### config.mk
export PLATFORM = sky130hd
export DESIGN_NAME = packet_wrr_arbiter
export DESIGN_NICKNAME = d
export VERILOG_FILES = /design/src/rtl/packet_arb_pkg.sv /design/src/rtl/packet_wrr_arbiter_rr_pick.sv /design/src/rtl/packet_wrr_arbiter.sv
export SDC_FILE = /design/constraint.sdc
export NUM_CORES = 1
export LEC_CHECK = 0
export CAP_MARGIN = 10
export CORE_MARGIN = 4
export CORE_UTILIZATION = 45
export CTS_CLUSTER_DIAMETER = 150
export CTS_CLUSTER_SIZE = 14
export DETAILED_ROUTE_END_ITERATION = 6
export HOLD_SLACK_MARGIN = 0.06
export PLACE_DENSITY = 0.74
export SLEW_MARGIN = 30
export SYNTH_ARGS = -nofsm -noshare
export SYNTH_HDL_FRONTEND = slang
export SYNTH_SLANG_ARGS = --single-unit
### constraint.sdc
create_clock -name clock -period 2.8 [get_ports clock]
set_input_delay 0.42 -clock clock [delete_from_list [all_inputs] [get_ports clock]]
set_output_delay 0.42 -clock clock [all_outputs]
set_load 0.03 [all_outputs]
### src/rtl/packet_arb_pkg.sv
// Shared types and helpers for the packet weighted round-robin arbiter.
// Exports state_t, the weight floor and a one-hot to index encoder.
package packet_arb_pkg;

    typedef enum logic {
        IDLE = 1'b0,
        BUSY = 1'b1
    } state_t;

    // A programmed weight of 0 still grants one packet per turn.
    localparam int unsigned MIN_WEIGHT = 1;

    // Widest one-hot vector onehot2idx accepts.
    localparam int unsigned OH_MAX = 64;

    // OR of the indices of set bits; exact for one-hot or zero input.
    function automatic int unsigned onehot2idx(
        input logic [OH_MAX-1:0] oh
    );
        int unsigned idx;
        idx = 0;
        for (int unsigned i = 0; i < OH_MAX; i++) begin
            if (oh[i]) begin
                idx = idx | i;
            end
        end
        return idx;
    endfunction

endpackage

### src/rtl/packet_wrr_arbiter_rr_pick.sv
// Combinational rotating-priority picker: first set req at or after ptr.
// Ports: req, ptr in; onehot, idx (winner), any (req non-zero) out.
module rr_pick
    import packet_arb_pkg::*;
#(
    parameter int unsigned N = 4
) (
    input  logic [N-1:0]         req,
    input  logic [$clog2(N)-1:0] ptr,
    output logic [N-1:0]         onehot,
    output logic [$clog2(N)-1:0] idx,
    output logic                 any
);

    localparam int unsigned IDW = $clog2(N);

    logic [N-1:0]      win;
    logic [N-1:0]      first;
    logic [2*N-1:0]    rot;
    logic [OH_MAX-1:0] oh_w;

    always_comb begin
        // Rotate req so ptr lands at bit 0, keep lowest set bit,
        // then rotate the winner back into place.
        win    = N'({req, req} >> ptr);
        first  = win & (~win + N'(1));
        rot    = {{N{1'b0}}, first} << ptr;
        onehot = rot[N-1:0] | rot[2*N-1:N];
        oh_w   = '0;
        oh_w[N-1:0] = onehot;
        idx    = IDW'(onehot2idx(oh_w));
        any    = |req;
    end

endmodule

### src/rtl/packet_wrr_arbiter.sv
// Packet-level weighted round-robin arbiter with back-to-back handover
// and stuck-packet watchdog. Ports: clock, reset_n, req/fin (per channel),
// ready, weight (N*WW) in; grant, grant_valid, grant_id, timeout,
// timeout_id out. Grant is held for a whole packet until the owner's fin.
module packet_wrr_arbiter
    import packet_arb_pkg::*;
#(
    parameter int unsigned N       = 4,
    parameter int unsigned WW      = 4,
    parameter int unsigned TIMEOUT = 1024
) (
    input  logic                 clock,
    input  logic                 reset_n,
    input  logic [N-1:0]         req,
    input  logic [N-1:0]         fin,
    input  logic                 ready,
    input  logic [N*WW-1:0]      weight,
    output logic [N-1:0]         grant,
    output logic                 grant_valid,
    output logic [$clog2(N)-1:0] grant_id,
    output logic                 timeout,
    output logic [$clog2(N)-1:0] timeout_id
);

    localparam int unsigned IDW = $clog2(N);
    localparam int unsigned CW =
        (TIMEOUT > 0) ? $clog2(TIMEOUT + 1) : 1;
    localparam int unsigned LAST =
        (TIMEOUT > 0) ? TIMEOUT - 1 : 0;
    localparam bit WD_EN = (TIMEOUT > 0);

    state_t         state_q, state_d;
    logic [IDW-1:0] ptr_q, ptr_d;
    logic [WW-1:0]  credit_q, credit_d;
    logic [CW-1:0]  cnt_q, cnt_d;
    logic [N-1:0]   grant_q, grant_d;
    logic [IDW-1:0] gid_q, gid_d;
    logic           to_q, to_d;
    logic [IDW-1:0] toid_q, toid_d;

    logic [IDW-1:0] owner_nxt;
    logic [IDW-1:0] pick_ptr;
    logic [IDW-1:0] pick_idx;
    logic [N-1:0]   pick_req;
    logic [N-1:0]   pick_oh;
    logic           pick_any;
    logic [WW-1:0]  pick_w;
    logic           owner_fin;
    logic           keep_turn;
    logic           expired;

    function automatic logic [WW-1:0] credit_of(
        input logic [WW-1:0] w
    );
        return (w > WW'(MIN_WEIGHT)) ?
            w - WW'(MIN_WEIGHT) : '0;
    endfunction

    // While busy the picker already looks past the owner, so a
    // finishing packet can hand over without an idle cycle.
    assign owner_nxt = (gid_q == IDW'(N - 1)) ?
        '0 : gid_q + IDW'(1);
    assign pick_ptr  = (state_q == BUSY) ? owner_nxt : ptr_q;
    assign pick_req  = req & {N{ready}};
    assign pick_w    = weight[int'(pick_idx) * WW +: WW];
    assign owner_fin = fin[gid_q];
    assign keep_turn = owner_fin && (credit_q != '0) &&
        req[gid_q] && ready;
    assign expired   = WD_EN && (cnt_q == CW'(LAST));

    rr_pick #(
        .N(N)
    ) u_pick (
        .req    (pick_req),
        .ptr    (pick_ptr),
        .onehot (pick_oh),
        .idx    (pick_idx),
        .any    (pick_any)
    );

    always_comb begin
        state_d  = state_q;
        ptr_d    = ptr_q;
        credit_d = credit_q;
        cnt_d    = cnt_q;
        grant_d  = grant_q;
        gid_d    = gid_q;
        to_d     = 1'b0;
        toid_d   = toid_q;
        unique case (state_q)
            IDLE: begin
                if (pick_any) begin
                    state_d  = BUSY;
                    grant_d  = pick_oh;
                    gid_d    = pick_idx;
                    credit_d = credit_of(pick_w);
                    cnt_d    = '0;
                end
            end
            BUSY: begin
                if (keep_turn) begin
                    credit_d = credit_q - WW'(1);
                    cnt_d    = '0;
                end else if (owner_fin) begin
                    ptr_d = owner_nxt;
                    if (pick_any) begin
                        grant_d  = pick_oh;
                        gid_d    = pick_idx;
                        credit_d = credit_of(pick_w);
                        cnt_d    = '0;
                    end else begin
                        state_d = IDLE;
                        grant_d = '0;
                        gid_d   = '0;
                    end
                end else if (expired) begin
                    state_d = IDLE;
                    grant_d = '0;
                    gid_d   = '0;
                    ptr_d   = owner_nxt;
                    to_d    = 1'b1;
                    toid_d  = gid_q;
                end else if (cnt_q != '1) begin
                    cnt_d = cnt_q + CW'(1);
                end
            end
            default: begin
            end
        endcase
    end

    always_ff @(posedge clock or negedge reset_n) begin
        if (!reset_n) begin
            state_q  <= IDLE;
            ptr_q    <= '0;
            credit_q <= '0;
            cnt_q    <= '0;
            grant_q  <= '0;
            gid_q    <= '0;
            to_q     <= 1'b0;
            toid_q   <= '0;
        end else begin
            state_q  <= state_d;
            ptr_q    <= ptr_d;
            credit_q <= credit_d;
            cnt_q    <= cnt_d;
            grant_q  <= grant_d;
            gid_q    <= gid_d;
            to_q     <= to_d;
            toid_q   <= toid_d;
        end
    end

    assign grant       = grant_q;
    assign grant_valid = |grant_q;
    assign grant_id    = gid_q;
    assign timeout     = to_q;
    assign timeout_id  = toid_q;

endmodule
== Word-level counts from Yosys, hierarchy flattened ==
Index checks and enable logic that the tools add are counted.

* Bits in registers: 27
* Bits of input ports: 27
* Logic and storage cells: 88

* Add/subtract/negate cells: 5
* $lt $le $gt $ge: 2
* Eq/ne operators: 9
* Shift-type cells: 3
* Multiplexer cells: 43
* Bitwise operators: 7
* Reduce and logical (&&, ||, !) cells: 11

{| class="wikitable"
|+ Operators by type and width
! kind !! number
|-
| $mux W11 || 5
|-
| $mux W4 || 9
|-
| $mux W2 || 11
|-
| $pmux W11 S2 || 1
|-
| $pmux W4 S2 || 2
|-
| $shiftx A16 B5 Y4 || 1
|-
| $add A11 B1 Y11 const B || 1
|-
| $eq A11 B10 Y1 const B || 1
|-
| $mux W1 || 11
|-
| $ne A11 B11 Y1 const B || 1
|-
| $and A4 B4 Y4 || 2
|-
| $reduce_or A4 Y1 || 2
|-
| $shl A4 B2 Y8 || 1
|-
| $shr A8 B2 Y4 || 1
|-
| $sub A4 B1 Y4 const B || 2
|-
| $ne A3 B1 Y1 const B || 2
|-
| $reduce_and A3 Y1 || 2
|-
| $add A4 B1 Y4 const B || 1
|-
| $bmux W1 S2 || 2
|-
| $gt A4 B1 Y1 const B || 1
|-
| $ne A2 B2 Y1 const B || 2
|-
| $ne A4 B1 Y1 const B || 1
|-
| $ne A4 B4 Y1 const B || 1
|-
| $not A4 Y4 || 1
|-
| other kinds (12) || 16
|}

== Logic depth before layout (Yosys ltp) ==
* Word-level depth: 19
* Mapped depth: 11

== Cells and area by module ==
A second synthesis with hierarchy kept.

* Cells, all modules: 201
* Area, all modules: 1,959.4 um^2

{| class="wikitable"
|+ By module, submodules not included
! module !! instances !! cells each !! area each (um^2) !! sequential area each (um^2)
|-
| packet_wrr_arbiter || 1 || 169 || 1,776.7 || 675.6
|-
| rr_pick || 1 || 32 || 182.7 || 0.0
|}

== Worst setup path before layout ==
No wires, ideal clock.

* Path kind: register -> register
* From: register gid_q[0], in the netlist grant_id[0]
* To: register credit_q[3]
* Arrival time: 2,995 ps
* Required time: 2,731 ps
* Setup slack: -264 ps
* Cell stages (with the launch flop): 11
* Path buffers: 0
* Path through: dfrtp_1 > ha_1 > mux2_2 > o41ai_4 > nor3_4 > mux2i_1 > mux2_2 > ha_1 > a2111oi_2 > nand4_1 > nand3_1

* Word-level cells in the longest chain between the ends: 19
* Elaborated cells on any way between the ends: 29

{| class="wikitable"
|+ RTL lines
! element !! line !! RTL
|-
| start: declaration || packet_wrr_arbiter.sv:37 || <nowiki>logic [IDW-1:0] gid_q, gid_d;</nowiki>
|-
| start signal: assignment || packet_wrr_arbiter.sv:148 || <nowiki>gid_q <= gid_d;</nowiki>
|-
| $add A2 B1 Y2 or $eq A2 B2 Y1 (tied branches) || packet_wrr_arbiter.sv:62, packet_wrr_arbiter.sv:61 ||
|-
| $mux W2 * || packet_wrr_arbiter.sv:61 || <nowiki>assign owner_nxt = (gid_q == IDW'(N - 1)) ?</nowiki>
|-
| net owner_nxt[1] || packet_wrr_arbiter.sv:41 || <nowiki>logic [IDW-1:0] owner_nxt;</nowiki>
|-
| $mux W2 * || packet_wrr_arbiter.sv:63 || <nowiki>assign pick_ptr = (state_q == BUSY) ? owner_nxt : ptr_q;</nowiki>
|-
| $shr A8 B2 Y4 || packet_wrr_arbiter_rr_pick.sv:25 || <nowiki>win = N'({req, req} >> ptr);</nowiki>
|-
| $not A4 Y4 || packet_wrr_arbiter_rr_pick.sv:26 || <nowiki>first = win & (~win + N'(1));</nowiki>
|-
| $add A4 B1 Y4 || packet_wrr_arbiter_rr_pick.sv:26 ||
|-
| $and A4 B4 Y4 || packet_wrr_arbiter_rr_pick.sv:26 ||
|-
| (+4 left out) || -- ||
|-
| $mux W2 * || packet_arb_pkg.sv:23 || <nowiki>if (oh[i]) begin</nowiki>
|-
| $shiftx A16 B5 Y4 * || packet_wrr_arbiter.sv:65 || <nowiki>assign pick_w = weight[int'(pick_idx) * WW +: WW];</nowiki>
|-
| $sub A4 B1 Y4 or $gt A4 B1 Y1 (tied branches) || packet_wrr_arbiter.sv:56, packet_wrr_arbiter.sv:55 ||
|-
| $mux W4 * || packet_wrr_arbiter.sv:55 || <nowiki>return (w > WW'(MIN_WEIGHT)) ?</nowiki>
|-
| $mux W4 * || packet_wrr_arbiter.sv:92, packet_wrr_arbiter.sv:106 ||
|-
| $mux W4 || packet_wrr_arbiter.sv:104 || <nowiki>end else if (owner_fin) begin</nowiki>
|-
| $mux W4 || packet_wrr_arbiter.sv:101 || <nowiki>if (keep_turn) begin</nowiki>
|-
| $pmux W4 S2 * || packet_wrr_arbiter.sv:90 || <nowiki>unique case (state_q)</nowiki>
|-
| end signal: assignment || packet_wrr_arbiter.sv:145 || <nowiki>credit_q <= credit_d;</nowiki>
|-
| end: declaration || packet_wrr_arbiter.sv:34 || <nowiki>logic [WW-1:0] credit_q, credit_d;</nowiki>
|}

Mark *: on every way through the listed nets, which the timed path passes. The rest lies on a longest branch. The select of a mux whose other input is x is not followed.
A chain may end at the register's enable or synchronous reset.

== Final worst setup path ==
* From: register gid_q[0], in the netlist grant_id[0]
* To: register credit_q[3]

* Word-level cells in the longest chain between the ends: 19
* Elaborated cells on any way between the ends: 29

{| class="wikitable"
|+ RTL lines
! element !! line !! RTL
|-
| $add A2 B1 Y2 or $eq A2 B2 Y1 (tied branches) || packet_wrr_arbiter.sv:62, packet_wrr_arbiter.sv:61 ||
|-
| $mux W2 || packet_wrr_arbiter.sv:61 ||
|-
| $mux W2 || packet_wrr_arbiter.sv:63 ||
|-
| $shr A8 B2 Y4 || packet_wrr_arbiter_rr_pick.sv:25 ||
|-
| $not A4 Y4 || packet_wrr_arbiter_rr_pick.sv:26 ||
|-
| $add A4 B1 Y4 || packet_wrr_arbiter_rr_pick.sv:26 ||
|-
| $and A4 B4 Y4 || packet_wrr_arbiter_rr_pick.sv:26 ||
|-
| $shl A4 B2 Y8 || packet_wrr_arbiter_rr_pick.sv:27 || <nowiki>rot = {{N{1'b0}}, first} << ptr;</nowiki>
|-
| (+2 left out) || -- ||
|-
| $mux W2 (2 in a row) || packet_arb_pkg.sv:23 ||
|-
| $shiftx A16 B5 Y4 || packet_wrr_arbiter.sv:65 ||
|-
| $sub A4 B1 Y4 or $gt A4 B1 Y1 (tied branches) || packet_wrr_arbiter.sv:56, packet_wrr_arbiter.sv:55 ||
|-
| $mux W4 || packet_wrr_arbiter.sv:55 ||
|-
| $mux W4 || packet_wrr_arbiter.sv:92, packet_wrr_arbiter.sv:106 ||
|-
| $mux W4 || packet_wrr_arbiter.sv:104 ||
|-
| $mux W4 || packet_wrr_arbiter.sv:101 ||
|-
| $pmux W4 S2 || packet_wrr_arbiter.sv:90 ||
|}

Parallel ways exist; a longest one is shown, timed or not. The select of a mux whose other input is x is not followed.

==> qor.txt <==
Most used DFF post-synth -> dfrtp_1
CP Launch Type -> flip-flop
Hold Vio Cnt, Final -> 0
Worst slew pin tran -> 0.5483 ns
Antenna Cells -> 0
Final Instance Area -> 2695 µm²
Worst Setup End Kind -> flip-flop
# rows -> 23
Die H -> 73.23 µm
Clock Pin Slew Worst Setup and Hold Paths -> 0.10 ns
Overflow after GRT -> 0
I/O pin total -> 37
Critical path peak fanout -> 7
Vias per cell -> 5.774
Area leader, netlist -> dfrtp_1
Placer congestion estimate -> 0.8396
Main combinational cell family by area after synthesis -> compound AO/OA/AOI/OAI gates
Unrepaired setup endpoints after global routing -> yes
Synth top area cells -> dfrtp_1, o21ai_0, mux2_2
Flop2flop setup slack -> 0.07 ns
Power per cell area -> 865.9 nW/µm²
Tcrit/Tclk final -> 97.62%
CTS max path bufs -> 2
Antenna Violating Nets Remaining -> 0
H-tree Lvls -> 1
CTS Sinks -> 27
CTS Buf Count -> 3
Count of cell types in the netlist -> 56
Synth Area in Simple Gates -> 21.57%
Cells after Synth -> 196
Critical path data arrival time -> 2.95 ns
CTS Root Cell -> clkbuf_8
Synth Area in Adders -> 3.922%
Max-slew violation count -> 0
Area of the core -> 4058 µm²
Initial DRC count -> 119
Leak -> 1.176 nW
Hpwl dp -> 3834 µm
RR Startpoint -> grant_id[0]$_DFFE_PN0P_
Syn avg cell area -> 9.767 µm²
Area Growth Syn to Fin -> 40.78%
Dpl cell area -> 2546 µm²
First-pass GRT wire length -> 8231 µm
Cell count of the worst reg-to-reg path -> 11
Input/output buffers -> 36
Antenna violations before repair -> 0
Vias in the first global route -> 1,723
Critical path class -> reg -> reg
Seq cells post-synth -> 27
Yosys warns -> 0
Share of cells above drive strength 1 -> 25.75%
HP Class -> in -> async
Worst relative slew slack -> 63.45%
Synthesized area -> 1914 µm²
Worst-Skew Late Latency -> 0.28 ns
Largest net degree at the start of global routing -> 28
Placed cells -> 308
CTS tree -> done
WL per Instance -> 16.09 µm
Post-synthesis compound-gate area fraction -> 24.12%
Net count after synthesis -> 229
Non-filler cells, final -> 318
Fmax -> 365.9 MHz
Clk_skew -> 0.002117 ns
Status -> completed
Async SR Flop Fraction -> 100.0%
Synth top area share -> 35.29%
Max_cap viols -> 0
Nets@finish -> 302
Die ar. -> 5362 µm²
Final wirelength -> 5116 µm
Final Setup Violations -> 0
Mux share of post-synthesis cell area -> 12.88%
Clock period minus worst slack -> 2.733 ns
DR vias -> 1,836
EDFF count, synth -> 0
Worst vdd ir -> 0.4127 mV
CTS Hold Bufs -> 0
Tot GR Track Use -> 19.78%
Seq/Total Area, Yosys -> 35.29%
DRT Pass-1 Iters -> 4
Die width -> 73.23 µm
Post-synthesis xor/xnor area fraction -> 0%
RR Endpoint -> credit_q[3]$_DFFE_PN0P_
Number of remaining DRC errors -> 0
CP Data Required Time -> 3.02 ns
Initial core utilization -> 47.18%
[cell usage in the layout (no fill, tap or decap), types with 2 or more instances in the layout]
cell / Yosys / layout
nor3_1: 3 / 3
nand4_1: 3 / 3
o21ai_0: 20 / 20
o41ai_1: 2 / 2
inv_1: 7 / 6
ha_4: 0 / 3
o211ai_1: 3 / 3
clkbuf_8: 0 / 3
mux2_2: 7 / 4
dfrtp_1: 27 / 25
and3_1: 4 / 4
nor2_1: 16 / 16
mux4_2: 2 / 2
nand3_1: 7 / 7
a21o_1: 2 / 2
buf_4: 0 / 33
nand3b_1: 2 / 2
o21a_1: 2 / 2
a21oi_1: 7 / 7
ha_1: 6 / 3
clkdlybuf4s50_1: 0 / 35
a32o_1: 2 / 2
a22o_1: 5 / 5
and2_1: 2 / 2
nand2_1: 19 / 19
nand2b_1: 2 / 2
and4_1: 2 / 2
dfrtp_2: 0 / 2
a31oi_1: 5 / 5
mux2i_1: 7 / 6
mux2_4: 2 / 5
[per-layer routing]
layer / vias up / track usage (%) / wire (µm)
met4: 0 / 3.689 / 41
met2: 46 / 33.86 / 2504
met1: 880 / 26.05 / 2315
met3: 6 / 3.719 / 254
met5: - / 0 / 0
li1: 904 / - / -
[critical path: stages (launching register included)]
cell and delay [ns]:
dfrtp_2 0.44, buf_4 0.19, nor3b_4 0.23, buf_4 0.18, nor3_1 0.07, o22ai_1 0.46
nor2_8 0.06, mux2_4 0.35, ha_4 0.18, a2111oi_2 0.29, nand4_1 0.14, nand3_1 0.09
[synthesized netlist by cell type, types with 4 or more instances]
master / n
a21oi_1: 7
a22o_1: 5
ha_1: 6
mux2i_1: 7
o21ai_0: 20
nand3_1: 7
inv_1: 7
and3_1: 4
nand2_1: 19
mux2_2: 7
a31oi_1: 5
dfrtp_1: 27
nor2_1: 16
[power breakdown]
part	total (mW)	leakage, nW	internal, mW	switching (mW)
Clock	0.231	0.0217	0.101	0.130
Sequential	0.575	0.353	0.488	0.0866
Combinational	1.53	0.801	0.747	0.780
Total	2.33	1.18	1.34	0.997
[how the worst max path moves through the flow]
stage | startpoint | end | slack, ns | cells after the start
2_1_floorplan | grant_id[0]$_DFFE_PN0P_ | credit_q[3]$_DFFE_PN0P_ | 0.004 | 10
3_3_place_gp | ready | credit_q[3]$_DFFE_PN0P_ | -0.12 | 9
3_5_place_dp | ready | credit_q[3]$_DFFE_PN0P_ | -0.24 | 9
4_1_cts | grant_id[0]$_DFFE_PN0P_ | credit_q[3]$_DFFE_PN0P_ | 0.005 | 9
5_1_grt | grant_id[0]$_DFFE_PN0P_ | credit_q[3]$_DFFE_PN0P_ | -0.1 | 11
6_report | grant_id[0]$_DFFE_PN0P_ | credit_q[3]$_DFFE_PN0P_ | 0.07 | 11
[registers in the layout, summed over array words and instances (netlist names)]
name and count:
cnt_q 11, credit_q 4, grant 4, grant_id 2, ptr_q 2, state_q 1
timeout 1, timeout_id 2
[per-stage QoR]
step                      total power, mW  hold slack (ns)  util, %  TNS, ns  setup slack, ns
final                               2.334           0.5065    66.42        0          0.06677
after global routing                2.508           0.5295    66.42  -0.1735         -0.09748
after CTS                           2.199           0.5010    63.95        0         0.005357
after detailed placement            1.969           0.4882    62.75  -0.8036          -0.2393
after global placement              1.949           0.4793    62.75  -0.4025          -0.1246
after floorplan                     1.479           0.1244        -        0         0.004479
[cell families (layout without fill, tap and decap cells)]
family | after synthesis | count (layout)
multiplexers | 19 | 19
flip-flops | 27 | 27
AND/OR/NAND/NOR | 72 | 72
adder cells (fa/ha/maj) | 6 | 6
AO/OA/AOI/OAI | 63 | 63
buffers and inverters | 9 | 81
[repair_timing]
item | in CTS | in global routing
gates resized for setup | 0 | 12
setup buffers | 0 | 6
endpoints found under the setup margin | 0 | 4
endpoints found under the hold margin | 0 | 0
[final cells by class]
cell class              instances  area, µm²
fillers                       331       1363
multi-input cells             160       1257
flip-flops and latches         27      678.2
repair buffers                 70      621.8
well taps                      50      62.56
clock buffers                   3      41.29
inverters                       7      26.28
clock inverters                 1      7.507
No activity file was read; power rests on OpenSTA's default activity.
